**src/rtl/gpu_cmd_pkg.sv**
```systemverilog
// Shared command-path definitions: opcodes, CMD/BUSY bit positions, payload
// field offsets, vertex loader state encoding and error bit positions.
package gpu_cmd_pkg;

  localparam int unsigned CMD_W = 8;
  localparam logic [CMD_W-1:0] OP_LOAD_VERTEX_BEGIN = 8'h04;
  localparam logic [CMD_W-1:0] OP_LOAD_VERTEX_CONT  = 8'h08;

  localparam int unsigned CMD_BIT_LOAD_BEGIN = 2;
  localparam int unsigned CMD_BIT_LOAD_CONT  = 3;
  localparam int unsigned BUSY_BIT_VTX_LOAD  = 2;

  // BEGIN: count in the low bits, base address from bit 16; CONT: {y, x}
  localparam int unsigned BEGIN_COUNT_LSB = 0;
  localparam int unsigned BEGIN_BASE_LSB  = 16;
  localparam int unsigned CONT_X_LSB      = 0;

  typedef enum logic [1:0] {
    ST_IDLE  = 2'd0,
    ST_LOAD  = 2'd1,
    ST_DRAIN = 2'd2
  } vl_state_e;

  localparam int unsigned ERR_W     = 3;
  localparam int unsigned ERR_OVF   = 0;
  localparam int unsigned ERR_XCONT = 1;
  localparam int unsigned ERR_TMO   = 2;

endpackage

```
**src/rtl/vertex_loader_if.sv**
```systemverilog
// Command strobes, vertex RAM write port and status between the command
// decoder side (master) and the vertex loader (slave).
interface vertex_loader_if
  import gpu_cmd_pkg::*;
#(
  parameter int unsigned ADDR_W  = 8,
  parameter int unsigned COORD_W = 16
) ();

  logic                   cmd_begin;
  logic                   cmd_cont;
  logic [2*COORD_W-1:0]   payload;
  logic                   busy;
  logic                   vram_we;
  logic [ADDR_W-1:0]      vram_addr;
  logic [2*COORD_W-1:0]   vram_wdata;
  logic                   vram_ready;
  logic                   done;
  logic [ADDR_W-1:0]      vertex_count;
  logic [ERR_W-1:0]       err;

  modport master (
    output cmd_begin, cmd_cont, payload, vram_ready,
    input  busy, vram_we, vram_addr, vram_wdata, done, vertex_count, err
  );

  modport slave (
    input  cmd_begin, cmd_cont, payload, vram_ready,
    output busy, vram_we, vram_addr, vram_wdata, done, vertex_count, err
  );

endinterface

```
**src/rtl/vtx_skid_fifo.sv**
```systemverilog
// Two-entry FIFO between CONT strobes and the vertex RAM write port.
// A push into a full FIFO is accepted only when a pop happens in the same cycle.
module vtx_skid_fifo #(
  parameter int unsigned W = 32
) (
  input  logic         clk,
  input  logic         rst,
  input  logic         push_i,
  input  logic         pop_i,
  input  logic         flush_i,
  input  logic [W-1:0] wdata_i,
  output logic [W-1:0] rdata_o,
  output logic         full_o,
  output logic         empty_o,
  output logic [1:0]   level_o
);

  logic [W-1:0] mem_q [2];
  logic         rd_q;
  logic         wr_q;
  logic [1:0]   level_q;
  logic [1:0]   level_d;
  logic         pop_ok;
  logic         push_ok;

  assign empty_o = (level_q == 2'd0);
  assign full_o  = (level_q == 2'd2);
  assign level_o = level_q;
  assign rdata_o = mem_q[rd_q];

  assign pop_ok  = pop_i & ~empty_o;
  assign push_ok = push_i & (~full_o | pop_ok);

  always_comb begin
    level_d = level_q + 2'(push_ok) - 2'(pop_ok);
  end

  always_ff @(posedge clk) begin
    if (rst) begin
      mem_q[0] <= '0;
      mem_q[1] <= '0;
      rd_q     <= 1'b0;
      wr_q     <= 1'b0;
      level_q  <= 2'd0;
    end else begin
      if (push_ok) mem_q[wr_q] <= wdata_i;
      if (flush_i) begin
        rd_q    <= 1'b0;
        wr_q    <= 1'b0;
        level_q <= 2'd0;
      end else begin
        if (push_ok) wr_q <= ~wr_q;
        if (pop_ok)  rd_q <= ~rd_q;
        level_q <= level_d;
      end
    end
  end

endmodule

```
**src/rtl/vertex_loader.sv**
```systemverilog
// Vertex load sequencer: takes BEGIN/CONT strobes, buffers coordinates and
// writes them to consecutive vertex RAM addresses, with done/busy/err status.
module vertex_loader
  import gpu_cmd_pkg::*;
#(
  parameter int unsigned ADDR_W      = 8,
  parameter int unsigned COORD_W     = 16,
  parameter int unsigned TIMEOUT_CYC = 4096
) (
  input  logic          CLK,
  input  logic          rst,
  vertex_loader_if.slave bus
);

  localparam int unsigned DATA_W = 2 * COORD_W;
  localparam int unsigned TMO_W  = $clog2(TIMEOUT_CYC + 1);

  vl_state_e          state_q, state_d;
  logic [ADDR_W-1:0]  count_q, count_d;
  logic [ADDR_W-1:0]  rx_q, rx_d;
  logic [ADDR_W-1:0]  wptr_q, wptr_d;
  logic [ADDR_W-1:0]  vcnt_q, vcnt_d;
  logic [TMO_W-1:0]   tmo_q, tmo_d;
  logic [ERR_W-1:0]   err_q, err_d;
  logic               busy_q, busy_d;
  logic               done_q, done_d;
  logic               finish;

  logic               fifo_push;
  logic               fifo_pop;
  logic               fifo_flush;
  logic               fifo_full;
  logic               fifo_empty;
  logic [1:0]         fifo_level;
  logic [DATA_W-1:0]  fifo_rdata;

  logic               hs;
  logic               begin_ok;
  logic [ADDR_W-1:0]  begin_cnt;
  logic [ADDR_W-1:0]  begin_base;
  logic [ADDR_W-1:0]  rx_inc;
  logic [TMO_W-1:0]   tmo_inc;

  assign hs         = ~fifo_empty & bus.vram_ready;
  assign fifo_pop   = hs;
  assign fifo_push  = (state_q == ST_LOAD) & bus.cmd_cont;
  // Holding off BEGIN through the done cycle keeps done pulses from abutting
  assign begin_ok   = bus.cmd_begin & ~busy_q & ~done_q;
  assign begin_cnt  = bus.payload[BEGIN_COUNT_LSB +: ADDR_W];
  assign begin_base = bus.payload[BEGIN_BASE_LSB +: ADDR_W];
  assign rx_inc     = rx_q + ADDR_W'(1);
  assign tmo_inc    = tmo_q + TMO_W'(1);

  vtx_skid_fifo #(.W(DATA_W)) u_fifo (
    .clk     (CLK),
    .rst     (rst),
    .push_i  (fifo_push),
    .pop_i   (fifo_pop),
    .flush_i (fifo_flush),
    .wdata_i (bus.payload),
    .rdata_o (fifo_rdata),
    .full_o  (fifo_full),
    .empty_o (fifo_empty),
    .level_o (fifo_level)
  );

  always_ff @(posedge CLK) begin
    if (rst) begin
      state_q <= ST_IDLE;
      count_q <= '0;
      rx_q    <= '0;
      wptr_q  <= '0;
      vcnt_q  <= '0;
      tmo_q   <= '0;
      err_q   <= '0;
      busy_q  <= 1'b0;
      done_q  <= 1'b0;
    end else begin
      state_q <= state_d;
      count_q <= count_d;
      rx_q    <= rx_d;
      wptr_q  <= wptr_d;
      vcnt_q  <= vcnt_d;
      tmo_q   <= tmo_d;
      err_q   <= err_d;
      busy_q  <= busy_d;
      done_q  <= done_d;
    end
  end

  always_comb begin
    state_d    = state_q;
    count_d    = count_q;
    rx_d       = rx_q;
    wptr_d     = wptr_q;
    vcnt_d     = vcnt_q;
    tmo_d      = tmo_q;
    err_d      = err_q;
    done_d     = 1'b0;
    finish     = 1'b0;
    fifo_flush = 1'b0;

    if (hs) wptr_d = wptr_q + ADDR_W'(1);

    unique case (state_q)
      ST_IDLE: begin
        if (begin_ok) begin
          err_d  = '0;
          vcnt_d = begin_cnt;
          if (begin_cnt == '0) begin
            done_d = 1'b1;
          end else begin
            count_d = begin_cnt;
            wptr_d  = begin_base;
            rx_d    = '0;
            tmo_d   = '0;
            state_d = ST_LOAD;
          end
        end
      end
      ST_LOAD: begin
        tmo_d = tmo_inc;
        if (bus.cmd_cont) begin
          tmo_d = '0;
          rx_d  = rx_inc;
          if (fifo_full && !hs) err_d[ERR_OVF] = 1'b1;
          if (rx_inc == count_q) state_d = ST_DRAIN;
        end else if (tmo_inc == TMO_W'(TIMEOUT_CYC)) begin
          err_d[ERR_TMO] = 1'b1;
          fifo_flush     = 1'b1;
          state_d        = ST_IDLE;
        end
      end
      ST_DRAIN: begin
        if (bus.cmd_cont) err_d[ERR_XCONT] = 1'b1;
        // Done once the last buffered vertex is handed to the RAM
        if (fifo_empty || (hs && fifo_level == 2'd1)) begin
          done_d  = 1'b1;
          finish  = 1'b1;
          state_d = ST_IDLE;
        end
      end
      default: state_d = ST_IDLE;
    endcase

    busy_d = (state_d != ST_IDLE) || finish;
  end

  assign bus.busy         = busy_q;
  assign bus.done         = done_q;
  assign bus.err          = err_q;
  assign bus.vertex_count = vcnt_q;
  assign bus.vram_we      = ~fifo_empty;
  assign bus.vram_addr    = wptr_q;
  assign bus.vram_wdata   = fifo_rdata;

endmodule

```
**src/flat_wrapper.sv**
```systemverilog
// flat-port wrapper written by rule: the top's interface ports become plain ports
module vertex_loader_flat import gpu_cmd_pkg::*;
#(
  parameter int unsigned ADDR_W      = 8,
  parameter int unsigned COORD_W     = 16,
  parameter int unsigned TIMEOUT_CYC = 4096
)
  (CLK, rst, bus_cmd_begin, bus_cmd_cont, bus_payload, bus_vram_ready, bus_busy, bus_vram_we, bus_vram_addr, bus_vram_wdata, bus_done, bus_vertex_count, bus_err);
  vertex_loader_if #(.ADDR_W(ADDR_W), .COORD_W(COORD_W)) bus_i ();
  input  logic CLK;
  input  logic rst;
  input wire logic [$bits(bus_i.cmd_begin)-1:0] bus_cmd_begin;
  input wire logic [$bits(bus_i.cmd_cont)-1:0] bus_cmd_cont;
  input wire logic [$bits(bus_i.payload)-1:0] bus_payload;
  input wire logic [$bits(bus_i.vram_ready)-1:0] bus_vram_ready;
  output wire logic [$bits(bus_i.busy)-1:0] bus_busy;
  output wire logic [$bits(bus_i.vram_we)-1:0] bus_vram_we;
  output wire logic [$bits(bus_i.vram_addr)-1:0] bus_vram_addr;
  output wire logic [$bits(bus_i.vram_wdata)-1:0] bus_vram_wdata;
  output wire logic [$bits(bus_i.done)-1:0] bus_done;
  output wire logic [$bits(bus_i.vertex_count)-1:0] bus_vertex_count;
  output wire logic [$bits(bus_i.err)-1:0] bus_err;
  assign bus_i.cmd_begin = bus_cmd_begin;
  assign bus_i.cmd_cont = bus_cmd_cont;
  assign bus_i.payload = bus_payload;
  assign bus_i.vram_ready = bus_vram_ready;
  assign bus_busy = bus_i.busy;
  assign bus_vram_we = bus_i.vram_we;
  assign bus_vram_addr = bus_i.vram_addr;
  assign bus_vram_wdata = bus_i.vram_wdata;
  assign bus_done = bus_i.done;
  assign bus_vertex_count = bus_i.vertex_count;
  assign bus_err = bus_i.err;
  vertex_loader #(.ADDR_W(ADDR_W), .COORD_W(COORD_W), .TIMEOUT_CYC(TIMEOUT_CYC)) u_core (.CLK(CLK), .rst(rst), .bus(bus_i));
endmodule
```
**config.mk**
```make
export PLATFORM = sky130hd
export DESIGN_NAME = vertex_loader_flat
export DESIGN_NICKNAME = d
export VERILOG_FILES = /design/src/rtl/gpu_cmd_pkg.sv /design/src/rtl/vertex_loader_if.sv /design/src/rtl/vtx_skid_fifo.sv /design/src/rtl/vertex_loader.sv /design/src/flat_wrapper.sv
export SDC_FILE = /design/constraint.sdc
export NUM_CORES = 1
export LEC_CHECK = 0
export CORE_MARGIN = 4
export CORE_UTILIZATION = 30
export DETAILED_ROUTE_END_ITERATION = 12
export PLACE_DENSITY = 0.47
export SETUP_SLACK_MARGIN = 0.05
export SYNTH_ARGS = -nofsm -noshare
export SYNTH_HDL_FRONTEND = slang
export SYNTH_HIERARCHICAL = 1
export SYNTH_SLANG_ARGS = --single-unit
```
**constraint.sdc**
```tcl
create_clock -name CLK -period 9 [get_ports CLK]
set_input_delay 2.7 -clock CLK [delete_from_list [all_inputs] [get_ports CLK]]
set_output_delay 2.7 -clock CLK [all_outputs]
set_load 0.02 [all_outputs]
```
==> metrics.md, run 1 <==
| Metric | Value |
|---|---|
| # resized after CTS | 0 |
| Vias/cell | 4.771 |
| Post-Syn Instances | roughly 530 |
| Count leader, synth | and2_1 |
| Switching Share | 0.2717 |
| HP Start | u_core/bus.vertex_count[3] |
| GRT overflow | 0 |
| Slew @ Worst Pin | 920.4 ps |
| Mux contribution to synthesized area | 0.06932 |
| Number of unique standard cell types used by synthesis | 53 |
| Largest family of logic cells by synthesized area | simple AND/OR/NAND/NOR gates |
| Reg area | ~0.0031 sq mm |
| Layout Cells excl Fill | 863 |
| Setup crit end kind | flip-flop |
| Mean post-synth cell area | 10.63 sq um |
| Synth Flop Type | edfxtp_1 |
| Number of antenna violations at the first check in global routing | 0 |
| Post-synthesis compound-gate area fraction | 0.09558 |
| Core ar. | 0.01864 sq mm |
| IO Count | 91 |
| Layout cell share with drive strength beyond 1 | 0.1256 |
| Via count | 4117 |
| Period Utilization, post-route | 0.5794 |
| Final ANT Viol Nets | 0 |
| Cell taking the most area after synthesis | edfxtp_1 |
| Syn nets | 574 |
| Post-Synth XOR/XNOR Area | 0.03091 |
| Clk sinks | 121 |
| DP Worst Slack | 3424 ps |
| Initial Util | 0.3040 |
| Clock latency on the worst-skew pair | 420 ps |
| FMAX | 191.8 MHz |
| Cell-internal power | 1124 uW |
| Post-CTS Setup Bufs | 0 |
| RSZ-0062 raised after global routing | false |
| Top-area cell type share of the netlist area | 0.3391 |
| Cts bufs inserted | 17 |
| Clk slew on worst S/H paths | 60 ps |
| Nets | 657 |
| TritonCTS clock tree | done |
| Final instance area | roughly 0.0073 sq mm |
| FFs w/ async S/R, synth | 0 |
| P&R area growth vs syn | 29.05% |
| Crit path max fanout | 26 |
| Hold Vio Cnt, Final | 0 |
| Width of the die | between 100 and 150 um |
| Clock Power Share | 0.425 |
| Synth Area in Adders | 0.008830 |
| Max-cap violation count | 0 |
| Worst hold stages | 2 |
| Reg2Reg Setup Slack | 6230 ps |
| Setup ws final | 3785 ps |
| P_leak | 0.002634 uW |
| Setup Skew | 10.48 ps |
| Post-route setup TNS | 0 ps |
| Max-slew violation count | 0 |
| Multi-input gate area | 0.002404 sq mm |
| Part of the Yosys area used for sequential elements | 0.5404 |
| Tmin final | 5215 ps |
| Area share of and/or/nand/nor cells after synthesis | 0.2170 |
| Filler Cells Inserted | 1827 |
| Synthesis Warnings | 6 |
| Starting DRT DRC Count | 241 |
| Overall Global Routing Usage | 0.1369 |
| Post-synth EDFFs | 64 |
| Flops & latches, synth | 121 |
| PwrDens | between 200 and 250 mW/mm^2 |
| Avg WL per Cell | 16.46 um |
| Largest net degree at the start of global routing | 52 |
| Required @ worst endpoint | 9300 ps |
| CTS hold repair buffers | 0 |
| Dpl cells | 831 |
| Syn Std Cell Area | 0.005668 sq mm |
| Net Switching | 419.3 uW |
| Worst R2R Path Depth | 6 |
| H-Tree Depth | 4 |
| Gpl congestion | 0.7568 |
| 1st-pass router iterations | 4 |
| Post-DP HPWL | 9578 um |
| Port bufs | 90 |
| Vias in the first global route | 4225 |
| Die Area | 0.02116 sq mm |
| Worst r2r src | u_core/u_fifo/level_o[0] |
| Hold Path Class | reg2reg |
| Fin util | 0.3923 |
| Reg power frac | 0.419 |
| DRC viols | 0 |
| Max Root-Sink Buffers | 2 |
| Diode count | 0 |
| VDD IR-drop max | roughly 0.15 mV |
| Status | finished clean |
| Rel. slew slack | 0.3842 |
| Setup violators final | 0 |
| Crit Path Class | in2reg |
| Chip height | 145.5 um |
| Reg2reg end | u_core/u_fifo/mem_q[0][21] |
| WL final | around 14000 um |
| CP Launch Type | primary input |
| Min-Delay Endpoint | u_core/bus.vertex_count[3] |
| Largest cells by area after synthesis | edfxtp_1, dfxtp_1, and2_1 |
| First-pass GRT wire length | 22970 um |
| Comb power frac | 0.156 |
| Rows | 50 |
| Placed Area | 0.006741 sq mm |
| Commonest cells in the netlist | and2_1, edfxtp_1, dfxtp_1 |
| Worst Path Arrival | ~5500 ps |
| Clock root buffer | clkbuf_16 |
-- through the flow --
step,power [uW],hold slack (ps)
final,1543,454.1
after floorplan,791.5,448.1
after detailed placement,902.9,449.6
after global placement,901.0,446.6
after CTS,1570,460.1
after global routing,1616,486.0
-- power by group through the flow --
stage | Sequential, uW | Combinational, uW | Clock (uW)
floorplan | 665 | 126 | 0
global route | 653 | 262 | 702
CTS | 648 | 245 | 677
global placement | 658 | 243 | 0
detailed placement | 659 | 244 | 0
finish | 647 | 240 | 656
-- cell families (layout without fill, tap and decap cells) --
group,count (synthesis),count (layout)
adders and majority gates,4,4
AOI/OAI and AO/OA,88,88
DFF,121,121
xor gates and xnor gates,20,20
buffers and inverters,42,138
muxes,35,35
and+or+nand+nor,223,223
-- worst max-delay path by stage --
stage,cells after the start,start,end
after floorplan,4,bus_vram_ready,u_core/u_fifo/mem_q[1][0]
after global placement,8,bus_payload[7],u_core/bus.busy
after detailed placement,8,bus_payload[7],u_core/bus.busy
after CTS,8,bus_payload[7],u_core/bus.busy
after global routing,8,bus_payload[7],u_core/bus.busy
final,8,bus_payload[0],u_core/bus.busy
-- sequential cells by signal, indices dropped and copies added (netlist names), 2 cells and up, named ones only --
register and cells:
u_core/u_fifo/mem_q 64, u_core/tmo_q 13, u_core/bus.vertex_count 8, u_core/bus.vram_addr 8
u_core/count_q 8, u_core/rx_q 8, u_core/bus.err 3, u_core/state_q 2
u_core/u_fifo/level_o 2
-- cell usage in the layout (no fill, tap or decap), types with 10 or more instances in the layout --
master and count:
clkdlybuf4s50_1 89, and2_1 67, edfxtp_1 64, dfxtp_1 57
nand2_1 50, nor2_1 36, a21oi_1 33, mux2_2 32
o21ai_0 19, clkbuf_16 18, nand3_1 12, xor2_1 11
nor3_1 10
-- routing by layer --
layer | up-vias | GRT usage | share of wire
met3 | 6 | 0.03893 | 0.035
met2 | 67 | 0.2332 | 0.49
met1 | 1977 | 0.1677 | 0.46
li1 | 2067 | - | -
met4 | 0 | 0.04463 | 0.0097
met5 | - | 0 | 0
-- area by class of cell --
type,instances,area share
Timing Repair Buffer,97,0.1297
Clock buffer,19,0.06209
Multi-Input combinational cell,370,0.3286
Sequential cell,121,0.4187
Tap cell,234,0.04003
Clock inverter,13,0.01625
Inverter,9,0.004619
-- critical path: stages --
cell	delay [ps]
clkdlybuf4s50_1	470
nor4_1	580
nand2_1	170
nand2_1	680
or3b_1	440
a21oi_1	140
o21ai_1	100
or2_1	220
(Power assumes the default switching activity.)
==> run 2: changes to the inputs <==
Settings changed: PLACE_DENSITY 0.47 to 0.49.
Clock period 9 ns to 4.7 ns, I/O delays scaled along.
==> run 2 against run 1 <==
Net effect: final cell count rose by 0.23%; critical path depth fell by 5; clock-buffer cell count fell by 2; clock skew fell by 2.2 ps; largest power group unchanged; highest routed layer unchanged.
==> metrics.md, run 2 (synthesized netlist as in run 1, its figures left out) <==
| Metric | Value |
|---|---|
| Switching Share | 0.2482 |
| Placed Area | 0.006756 sq mm |
| Setup violators final | 0 |
| Worst r2r src | u_core/state_q[0] |
| GRT overflow | 0 |
| Gpl congestion | about 0.8 |
| Status | finished clean |
| CP max-delay cell | clkdlybuf4s50_1 |
| Crit path max fanout | 32 |
| Hold Vio Cnt, Final | 0 |
| Setup crit end kind | primary output |
| Slew @ Worst Pin | 855.5 ps |
| Hold Path Class | reg2reg |
| Core ar. | 0.01864 sq mm |
| CP Launch Type | flip-flop |
| Max-cap violation count | 0 |
| Fin util | 0.3985 |
| Port bufs | 90 |
| FMAX | between 200 and 300 MHz |
| Number of antenna violations at the first check in global routing | 0 |
| Max reg flops | 64 |
| Comb power frac | 0.147 |
| Reg area | ~0.003 sq mm |
| Clock root buffer | clkbuf_16 |
| Reg power frac | 0.389 |
| Clock Power Share | 0.464 |
| Multi-input gate area | 0.002404 sq mm |
| Crit path max-delay family | buffers and inverters |
| Setup Skew | 8.232 ps |
| Most frequent cells in the layout | clkdlybuf4s50_1, and2_1, edfxtp_1 |
| Largest net degree at the start of global routing | 33 |
| Max Root-Sink Buffers | 2 |
| # resized after CTS | 0 |
| Via count | 4221 |
| Rel. slew slack | 0.4275 |
| Final instance area | about 0.0074 sq mm |
| Largest reg by FF count | u_core/u_fifo/mem_q |
| Clock latency on the worst-skew pair | 400 ps |
| Period Utilization, post-route | 0.7421 |
| Clk sinks | 121 |
| Nets | 659 |
| IO Count | 91 |
| Required @ worst endpoint | 3290 ps |
| HP Start | u_core/bus.vertex_count[6] |
| DRC viols | 0 |
| CP peak stage delay | ~560 ps |
| Vias in the first global route | 4294 |
| 1st-pass router iterations | 5 |
| Post-DP HPWL | 9839 um |
| Worst path bufs/invs | 2 |
| Max-slew violation count | 0 |
| Worst Path Arrival | 2080 ps |
| Crit Path Class | reg2out |
| Overall Global Routing Usage | 0.1392 |
| Chip height | 145.5 um |
| Largest regs | u_core/u_fifo/mem_q (64), u_core/tmo_q (13) |
| Cell-internal power | 2392 uW |
| Clk slew on worst S/H paths | approximately 60 ps |
| CTS hold repair buffers | 0 |
| WL final | between 10000 and 15000 um |
| Width of the die | roughly 150 um |
| Post-CTS Setup Bufs | 0 |
| Avg WL per Cell | 16.40 um |
| Tmin final | 3488 ps |
| Crit-path cells | buf_4, mux2_2, clkdlybuf4s50_1 |
| Filler Cells Inserted | 1816 |
| Starting DRT DRC Count | approximately 190 |
| P&R area growth vs syn | 31.08% |
| Vias/cell | 4.880 |
| Rows | 50 |
| PwrDens | 428.3 mW/mm^2 |
| Net Switching | roughly 790 uW |
| Initial Util | 0.3040 |
| Hold_ws | 463.1 ps |
| H-Tree Depth | 4 |
| Final ANT Viol Nets | 0 |
| TritonCTS clock tree | done |
| VDD IR-drop max | between 0.2 and 0.25 mV |
| Layout cell share with drive strength beyond 1 | 0.1300 |
| Post-route setup TNS | 0 ps |
| RSZ-0062 raised after global routing | false |
| P_leak | roughly 0.0027 uW |
| Diode count | 0 |
| Setup ws final | 1212 ps |
| Commonest non-fill, non-tap cell in the layout | clkdlybuf4s50_1 |
| Cts bufs inserted | 17 |
| Reg2Reg Setup Slack | ~2100 ps |
| Die Area | approximately 0.021 sq mm |
| First-pass GRT wire length | about 24000 um |
| DP Worst Slack | 897.7 ps |
==> run 2: per-stage QoR <==
| step | total power (uW) | cells |
|---|---|---|
| finish | 3182 | 865 |
| global route | 3323 | 865 |
| CTS | 3224 | 865 |
| detailed placement | 1736 | 833 |
| global placement | 1729 | 833 |
| floorplan | 1516 | 533 |
==> run 2: worst paths after layout <==
| check | cells after the start | endpoint |
|---|---|---|
| hold / removal | 2 | u_core/bus.vertex_count[6] |
| setup / recovery | 3 | bus_vram_wdata[31] |
| hold reg to reg | 2 | u_core/bus.vertex_count[6] |
| setup reg to reg | 7 | u_core/u_fifo/mem_q[0][21] |
==> run 2: worst register-to-register path: cells and delay by family (launching register included) <==
kind	cells	cell delay, ps
buf+inv	3	770
flops	1	480
simple gates	4	980
==> run 2: cell type report <==
| cell class | count | area share |
|---|---|---|
| multi-input combinational | 370 | 0.3235 |
| clock buffer | 17 | 0.05726 |
| tap | 234 | 0.03941 |
| inverter | 9 | 0.004547 |
| clock inverter | 15 | 0.03334 |
| timing repair buffer | 99 | 0.1297 |
| sequential | 121 | 0.4123 |
==> run 2: per-layer routing <==
metal  vias up  wire [um]  GRT usage
li1       2074          -          -
met1      2041       6574     0.1783
met2        96       6828     0.2311
met3        10        617    0.03831
met4         0        162    0.04084
met5         -          0          0
==> run 2: power groups by stage <==
stage / clock [uW] / sequential, uW / combinational (uW)
4_1_cts: 1510 / 1240 / 477
2_1_floorplan: 0 / 1270 / 243
5_1_grt: 1560 / 1250 / 511
3_3_place_gp: 0 / 1260 / 470
6_report: 1480 / 1240 / 468
3_5_place_dp: 0 / 1260 / 474
